--- config.mk ---
export PLATFORM = sky130hd
export DESIGN_NAME = cmd_spi_receiver
export DESIGN_NICKNAME = d
export VERILOG_FILES = /design/src/rtl/cmd_spi_receiver_pkg.sv /design/src/rtl/spi_edge_sync.sv /design/src/rtl/cmd_spi_receiver.sv
export SDC_FILE = /design/constraint.sdc
export NUM_CORES = 1
export LEC_CHECK = 0
export ABC_AREA = 1
export CORE_UTILIZATION = 59
export CTS_CLUSTER_DIAMETER = 150
export DETAILED_ROUTE_END_ITERATION = 8
export PLACE_DENSITY = 0.81
export SYNTH_ARGS = -nofsm -noshare
export SYNTH_HDL_FRONTEND = slang
export SYNTH_SLANG_ARGS = --single-unit
--- constraint.sdc ---
create_clock -name clock -period 4.6 [get_ports clock]
set_input_delay 0.92 -clock clock [delete_from_list [all_inputs] [get_ports clock]]
set_output_delay 0.92 -clock clock [all_outputs]
set_load 0.02 [all_outputs]
--- src/rtl/cmd_spi_receiver_pkg.sv ---
// Shared definitions for the SPI command receiver.
// Holds the FSM state encoding, command word width and counter widths.
package cmd_spi_receiver_pkg;

  localparam int unsigned CMD_WIDTH  = 32;
  localparam int unsigned CNT_WIDTH  = 6;
  localparam int unsigned LCNT_WIDTH = 4;

  typedef enum logic [1:0] {
    IDLE  = 2'd0,
    SHIFT = 2'd1,
    FULL  = 2'd2,
    LATCH = 2'd3
  } state_t;

endpackage

--- src/rtl/spi_edge_sync.sv ---
// Multi-flop synchronizer with rise/fall pulse detection on the synchronized level.
// Ports:
//   clock, reset_n : system clock, synchronous active-low reset
//   i_d            : asynchronous input
//   o_q            : synchronized level (cleared to 0 by reset)
//   o_rise_c       : one-cycle pulse on a synchronized 0->1 transition
//   o_fall_c       : one-cycle pulse on a synchronized 1->0 transition
module spi_edge_sync #(
  parameter int unsigned STAGES = 2
) (
  input  logic clock,
  input  logic reset_n,
  input  logic i_d,
  output logic o_q,
  output logic o_rise_c,
  output logic o_fall_c
);

  logic [STAGES-1:0] r_sync;
  logic              r_prev;

  // Synchronizer chain plus one flop of history for edge detection
  always_ff @(posedge clock) begin
    if (!reset_n) begin
      r_sync <= '0;
      r_prev <= 1'b0;
    end else begin
      r_sync <= {r_sync[STAGES-2:0], i_d};
      r_prev <= r_sync[STAGES-1];
    end
  end

  assign o_q      = r_sync[STAGES-1];
  assign o_rise_c = r_sync[STAGES-1] & ~r_prev;
  assign o_fall_c = ~r_sync[STAGES-1] & r_prev;

endmodule

--- src/rtl/cmd_spi_receiver.sv ---
// SPI mode-0 slave that receives 32-bit command words and hands them to the
// system controller with a latch_data pulse of LATCH_CYCLES cycles.
// Ports:
//   clock, reset_n        : system clock, synchronous active-low reset
//   spi_sck/cs_n/mosi     : asynchronous SPI inputs
//   spi_miso              : echo of the previous accepted command (CMD_ECHO_EN), else 0
//   cmd_data              : last accepted command word
//   latch_data            : command-valid pulse
//   frame_error           : one-cycle pulse on a rejected frame (short or overrun)
//   busy                  : high while the FSM is not IDLE
// Build option: define CMD_ECHO_EN to enable the MISO echo register.
module cmd_spi_receiver
  import cmd_spi_receiver_pkg::*;
#(
  parameter int unsigned SYNC_STAGES  = 2,
  parameter int unsigned LATCH_CYCLES = 2
) (
  input  logic                 clock,
  input  logic                 reset_n,
  input  logic                 spi_sck,
  input  logic                 spi_cs_n,
  input  logic                 spi_mosi,
  output logic                 spi_miso,
  output logic [CMD_WIDTH-1:0] cmd_data,
  output logic                 latch_data,
  output logic                 frame_error,
  output logic                 busy
);

  logic w_sck_q, w_sck_rise, w_sck_fall;
  logic w_cs_q, w_cs_rise, w_cs_fall;
  logic w_mosi_q, w_mosi_rise, w_mosi_fall;
  logic w_unused_c;

  spi_edge_sync #(.STAGES(SYNC_STAGES)) u_sck_sync (
    .clock(clock), .reset_n(reset_n), .i_d(spi_sck),
    .o_q(w_sck_q), .o_rise_c(w_sck_rise), .o_fall_c(w_sck_fall)
  );
  spi_edge_sync #(.STAGES(SYNC_STAGES)) u_cs_sync (
    .clock(clock), .reset_n(reset_n), .i_d(spi_cs_n),
    .o_q(w_cs_q), .o_rise_c(w_cs_rise), .o_fall_c(w_cs_fall)
  );
  spi_edge_sync #(.STAGES(SYNC_STAGES)) u_mosi_sync (
    .clock(clock), .reset_n(reset_n), .i_d(spi_mosi),
    .o_q(w_mosi_q), .o_rise_c(w_mosi_rise), .o_fall_c(w_mosi_fall)
  );

  // Sync outputs not needed in every build
  assign w_unused_c = ^{w_sck_q, w_mosi_rise, w_mosi_fall, w_sck_fall, w_cs_q};

  state_t                r_state, w_next_state;
  logic [CMD_WIDTH-1:0]  r_shift, r_cmd;
  logic [CNT_WIDTH-1:0]  r_bit_cnt;
  logic [LCNT_WIDTH-1:0] r_lcnt;
  logic                  r_overrun, r_pend, r_latch, r_ferr, r_busy;
  logic                  w_clr_frame, w_shift_en, w_load_cmd, w_ferr;
  logic                  w_set_ovr, w_pend_nxt, w_latch_nxt;

  // State register
  always_ff @(posedge clock) begin
    if (!reset_n) r_state <= IDLE;
    else          r_state <= w_next_state;
  end

  // Next-state and datapath control
  always_comb begin
    w_next_state = r_state;
    w_clr_frame  = 1'b0;
    w_shift_en   = 1'b0;
    w_load_cmd   = 1'b0;
    w_ferr       = 1'b0;
    w_set_ovr    = 1'b0;
    w_pend_nxt   = 1'b0;
    w_latch_nxt  = 1'b0;
    case (r_state)
      IDLE: begin
        if (w_cs_fall) begin
          w_next_state = SHIFT;
          w_clr_frame  = 1'b1;
        end
      end
      SHIFT: begin
        if (w_cs_rise) begin
          w_next_state = IDLE;
          w_ferr       = 1'b1;
        end else if (w_sck_rise) begin
          w_shift_en = 1'b1;
          if (r_bit_cnt == CNT_WIDTH'(CMD_WIDTH - 1)) w_next_state = FULL;
        end
      end
      FULL: begin
        if (w_cs_rise) begin
          if (r_overrun) begin
            w_next_state = IDLE;
            w_ferr       = 1'b1;
          end else begin
            w_next_state = LATCH;
            w_load_cmd   = 1'b1;
          end
        end else if (w_sck_rise) begin
          w_set_ovr = 1'b1;
        end
      end
      LATCH: begin
        // A new frame opening here is tracked and shifted so no SCK edge is lost
        w_pend_nxt  = r_pend;
        w_latch_nxt = (r_lcnt < LCNT_WIDTH'(LATCH_CYCLES));
        if (w_cs_fall) begin
          w_pend_nxt  = 1'b1;
          w_clr_frame = 1'b1;
        end else if (r_pend && w_cs_rise) begin
          w_pend_nxt = 1'b0;
          w_ferr     = 1'b1;
        end else if (r_pend && w_sck_rise) begin
          w_shift_en = 1'b1;
        end
        if (r_lcnt == LCNT_WIDTH'(LATCH_CYCLES)) begin
          w_next_state = w_pend_nxt ? SHIFT : IDLE;
        end
      end
      default: w_next_state = IDLE;
    endcase
  end

  // Shift register, counters, flags and registered outputs
  always_ff @(posedge clock) begin
    if (!reset_n) begin
      r_shift   <= '0;
      r_bit_cnt <= '0;
      r_overrun <= 1'b0;
      r_cmd     <= '0;
      r_pend    <= 1'b0;
      r_lcnt    <= '0;
      r_latch   <= 1'b0;
      r_ferr    <= 1'b0;
      r_busy    <= 1'b0;
    end else begin
      if (w_clr_frame) begin
        r_shift   <= '0;
        r_bit_cnt <= '0;
        r_overrun <= 1'b0;
      end else if (w_shift_en) begin
        r_shift   <= {r_shift[CMD_WIDTH-2:0], w_mosi_q};
        r_bit_cnt <= r_bit_cnt + CNT_WIDTH'(1);
      end
      if (w_set_ovr)  r_overrun <= 1'b1;
      if (w_load_cmd) r_cmd     <= r_shift;
      r_pend  <= w_pend_nxt;
      r_lcnt  <= (r_state == LATCH) ? r_lcnt + LCNT_WIDTH'(1) : '0;
      r_latch <= w_latch_nxt;
      r_ferr  <= w_ferr;
      r_busy  <= (w_next_state != IDLE);
    end
  end

  assign cmd_data    = r_cmd;
  assign latch_data  = r_latch;
  assign frame_error = r_ferr;
  assign busy        = r_busy;

`ifdef CMD_ECHO_EN
  logic [CMD_WIDTH-1:0] r_echo;

  // Echo of the previous command, loaded at frame start and shifted on SCK fall
  always_ff @(posedge clock) begin
    if (!reset_n)                    r_echo <= '0;
    else if (w_cs_fall)              r_echo <= r_cmd;
    else if (w_sck_fall && !w_cs_q)  r_echo <= {r_echo[CMD_WIDTH-2:0], 1'b0};
  end

  assign spi_miso = r_echo[CMD_WIDTH-1];
`else
  assign spi_miso = 1'b0;
`endif

endmodule

Word level (Yosys, flattened, before mapping)
Index checks and enable logic that the tools add are counted.

Bits in registers: 89. Input bits: 5. Word-level logic and storage cells: 70.

$add $sub $neg: 2. Order comparisons: 1. Eq/ne operators: 5. Multiplexer cells: 32. Bitwise operators: 7. Reductions and logical operators: 8.

Operators with widths (number): 2-to-1 mux 1 bit (22); 2-to-1 mux 2 bit (7); case mux 2 bit (4 select lines) (1); adder 6 x 1 -> 6 bit, second input constant (1); equality test 6 x 5 -> 1 bit, second input constant (1); adder 4 x 1 -> 4 bit, second input constant (1); equality test 2 bit, second input constant (2); equality test 4 x 2 -> 1 bit, second input constant (1); < comparator 4 x 2 -> 1 bit, second input constant (1); NOT 1 bit (4); nonzero test 2 bit (2); OR reduction 2 bit (2); bitwise AND 1 bit (3); case mux 1 bit (3 select lines) (1); equality test 2 x 1 -> 1 bit, second input constant (1); logical AND 1 bit (2); logical NOT 2 bit (1); case mux 1 bit (2 select lines) (1); AND reduction 2 bit (1).

Logic depth before layout (Yosys ltp)
Depth after elaboration: 10. Gate-level depth with buffers: 10. Mapped depth without buffers: 10.

Hierarchy
Synthesis repeated with hierarchy kept, for this count alone.

Cell total of the unflattened synthesis: 445. Area total of the unflattened synthesis: 3392.0 µm².

By module, submodules not included: cmd_spi_receiver (times used 1, cells an instance 406, area an instance 3091.7 µm², seq. area each 1621.6 µm²); spi_edge_sync (times used 3, cells an instance 13, area an instance 100.1 µm², seq. area each 60.1 µm²).

Least setup slack after synthesis
OpenSTA, ideal clock, no wires.

Path type: input -> register. From: input port reset_n. To: register r_shift[22]. Setup time: 0.116 ns. Arrival: 1.558 ns. Slack: 2.926 ns. Stages: 6. Buffers on the path: 2. Cell sequence: buf_2 -> o21ai_2 -> inv_1 -> buf_2 -> o21ai_0 -> nor2_1.

Cells in the longest elaborated chain, start to end: 2.

Ends and longest elaborated chain: from (decl) (line cmd_spi_receiver.sv:19) `input logic reset_n,`; NOT 1 bit (no line); OR reduction 2 bit (no line); to (signal assigned) (line cmd_spi_receiver.sv:143) `r_shift <= {r_shift[CMD_WIDTH-2:0], w_mosi_q};`; to (decl) (line cmd_spi_receiver.sv:52) `logic [CMD_WIDTH-1:0] r_shift, r_cmd;`.

No other way between the ends. A chain may end at the register's enable or synchronous reset.

Final worst setup path
From: input port reset_n. To: register r_shift[2].

Same word-level chain as after synthesis.

==> out/summary.txt <==
RUN STATUS
---------------------------------------------------------------------------------------
Outcome                                                                    complete, no violations

CLOCKING
---------------------------------------------------------------------------------------
CTS Buf Count                                                                         9
Clock insertion delay at the later pin of the skew report                       0.35 ns
Clock slew seen by the registers of the worst setup and hold paths              0.08 ns
Buffer cell driving the clock tree root                                        clkbuf_8
Clock tree from TritonCTS                                                         built
# Post-CTS Setup Buffers                                                              0
Gates resized, CTS repair                                                             0
CTS H-tree depth                                                                      3
Number of buffers inserted by hold repair at cts                                      0
Maximum buffer depth of the clock tree                                                2
Total clock sinks                                                                    89

STA
---------------------------------------------------------------------------------------
Sum Neg Setup Slack                                                                0 ns
Largest clock skew in the final design                                        0.0110 ns
Minimum setup slack in the final design                                         1.89 ns
Final setup viols                                                                     0
Final count of pins violating max slew                                                0
Worst max-slew margin expressed relative to the limit                             0.441
F_max                                                                           370 MHz
Transition time at the pin with the least slew margin                          0.838 ns
Time the worst path needs with I/O delays and setup                             2.71 ns
Unrepaired setup endpoints after global routing                                   false
Share of the cycle needed by the critical path after routing                      0.588
Number of hold violations in the final report                                         0

PLACEMENT
---------------------------------------------------------------------------------------
Weighted congestion reported at the end of routability-driven placement           0.965
DP Worst Slack                                                                  1.61 ns
Count of port buffers added during placement                                         39
Post-detailed-placement half-perimeter wirelength                               3800 um

POWER AND IR DROP
---------------------------------------------------------------------------------------
Psw                                                                              306 uW
Seq pwr share                                                                     0.572
Clock Power Share                                                                 0.374
Pleak                                                                           1.58 nW
Power density cells                                                          351 nW/um2
Int Pwr                                                                         1.07 mW
Sw frac                                                                           0.222
Worst vdd rail ir drop                                                           280 uV
Combinational fraction of design power                                            0.054

LOGIC SYNTHESIS
---------------------------------------------------------------------------------------
Mean instance size in the synthesized netlist                                  7.75 um2
Cell with the most instances after synthesis                                     nor2_1
Proportion of synthesized flip-flops having asynchronous set or reset                 0
Post-synth design cell area                                                    3390 um2
Most frequently used flop master after synthesis                                dfxtp_1
Count of cell types in the netlist                                                   30
Synth Register Bits                                                                  89
List of most frequent post-synthesis cells                                 nor2_1 (141), dfxtp_1 (89), o21ai_0 (63), nand2_1 (38), inv_1 (32)
Total nets after synthesis                                                          449
Leading post-synthesis cells by cell area                                  dfxtp_1 (53%), nor2_1 (16%), o21ai_0 (9.3%)
Number of enable flip-flop cells after synthesis                                      0
Area share of the largest cell type after synthesis                               0.526
Cell accounting for the most synthesized area                                   dfxtp_1
Post-Syn Instances                                                                  437
Count of yosys warnings during synthesis                                              0
Fraction of the yosys area taken by sequential cells                              0.526

DRT
---------------------------------------------------------------------------------------
Post-DRT Antenna Nets                                                                 0
DRC                                                                                   0
Via Count                                                                          2738
Drt pass-1 iters                                                                      5
Number of violations reported at the end of detailed-routing iteration 0            151
Vias per cell                                                                      5.05
Average wire length per cell after detail routing                               11.2 um
Routed wire length                                                              6050 um

FLOORPLANNING
---------------------------------------------------------------------------------------
Std cell rows                                                                        27
Die ar.                                                                        6050 um2
Effective utilization at floorplan                                                0.615
Die height                                                                      77.8 um
Number of I/O pins                                                                   41
Core Box Area                                                                  5510 um2
Die Width                                                                       77.8 um

GLOBAL ROUTING
---------------------------------------------------------------------------------------
Vias in the first global route                                                     2505
Initial antenna violation count                                                       0
GR Overflow Total                                                                     0
Maximum number of pins on one net before global-route repair                         47
GRT Overall Usage                                                                 0.223
First-pass GRT wire length                                                     10600 um

MIN PATH
---------------------------------------------------------------------------------------
Class of the tightest hold or removal check                                  reg -> reg

CRITICAL PATH
---------------------------------------------------------------------------------------
Worst Setup End Kind                                                          flip-flop
Crit path kind                                                                in -> reg
Kind of start point of the critical path                                     input port
Data arrival time of the critical path                                          2.99 ns
Highest net fanout along the worst path                                              46
Critical path data required time                                                4.88 ns

FINAL LAYOUT
---------------------------------------------------------------------------------------
Final #Nets                                                                         478
Fraction of final layout cells sized beyond drive strength 1                     0.0489
Layout fillers                                                                      444
Diodes inserted                                                                       0
Synth-to-layout area growth                                                       16.1%

JOB
---------------------------------------------------------------------------------------
Max-Cap Viols                                                                         0

metal layers:
metal | global-route usage | share of wire | vias to the layer above
met5 | 0 | 0 | -
met4 | 0.104 | 0.014 | 0
met3 | 0.0624 | 0.037 | 9
met2 | 0.374 | 0.48 | 49
met1 | 0.263 | 0.47 | 1256
li1 | - | - | 1424
placed cells by master (no fill, tap or decap), types with 2 or more instances in the layout:
master | synthesis | routed
nand3_1 | 11 | 11
inv_2 | 2 | 2
ha_1 | 7 | 7
nand2_1 | 38 | 38
nand2_4 | 2 | 2
dfxtp_1 | 89 | 89
a21oi_1 | 8 | 8
o21ai_0 | 63 | 63
xor2_1 | 3 | 3
o21ai_1 | 5 | 5
clkbuf_8 | 0 | 10
inv_1 | 32 | 32
nor2_1 | 141 | 141
clkbuf_1 | 9 | 3
clkdlybuf4s50_1 | 0 | 39
cells by family (layout without fill, tap and decap cells):
family | after synthesis | count (layout) | share of synthesized area
flops | 89 | 89 | 0.526
xor+xnor | 4 | 4 | 0.0103
other cells | 1 | 1 | 0.00111
fa+ha+maj | 7 | 7 | 0.0259
simple gates | 198 | 198 | 0.235
buf+inv | 57 | 90 | 0.0776
compound gates | 81 | 81 | 0.124
power by group through the flow:
stage               logic, mW  clock network, mW  registers (mW)
floorplan              0.0575                  0           0.807
global placement       0.0716                  0           0.807
detailed placement     0.0740                  0           0.807
CTS                    0.0749              0.524           0.789
global route           0.0851              0.559           0.791
finish                 0.0746              0.516           0.789
critical path, stage by stage:
cell             delay [ns]
clkdlybuf4s50_1        0.46
buf_4                  0.35
o21ai_2                0.16
inv_1                  0.65
o21ai_0                0.27
nor2_1                 0.16
path summary, 6_finish.rpt:
path	slack [ns]	end	from	cells after the start
hold reg to reg	0.41	u_cs_sync.r_sync[1]$_SDFF_PN0_	u_cs_sync.r_sync[0]$_SDFF_PN0_	2
setup / recovery	1.89	r_shift[2]$_SDFFE_PP0P_	reset_n	6
setup reg to reg	2.46	cmd_data[21]$_SDFFE_PN0P_	r_state[0]$_SDFF_PN0_	6
hold / removal	0.41	u_cs_sync.r_sync[1]$_SDFF_PN0_	u_cs_sync.r_sync[0]$_SDFF_PN0_	2
registers in the layout, indices dropped and copies added (netlist names), 2 cells and up:
name                flops
cmd_data               32
r_shift                32
r_bit_cnt               6
r_lcnt                  4
r_state                 2
u_cs_sync.r_sync        2
u_mosi_sync.r_sync      2
u_sck_sync.r_sync       2
area by class of cell:
class	count	area, um2	area share
clock inverter	2	38.8	0.00986
tap	72	90.1	0.0229
clock buffer	13	149	0.0379
inverter	35	134	0.0340
multi-input combinational	291	1340	0.341
timing repair buffer	40	398	0.101
sequential	89	1780	0.453
metrics by stage:
stage	hold slack, ns	area (um2)	instances	utilization	power, mW
floorplan	0.390	3390	437	-	0.865
global route	0.447	3930	542	0.714	1.43
global placement	0.394	3740	527	0.680	0.878
finish	0.412	3930	542	0.714	1.38
detailed placement	0.403	3740	527	0.680	0.881
CTS	0.417	3930	542	0.714	1.39
Note: power is estimated with default switching activity, not from simulation.
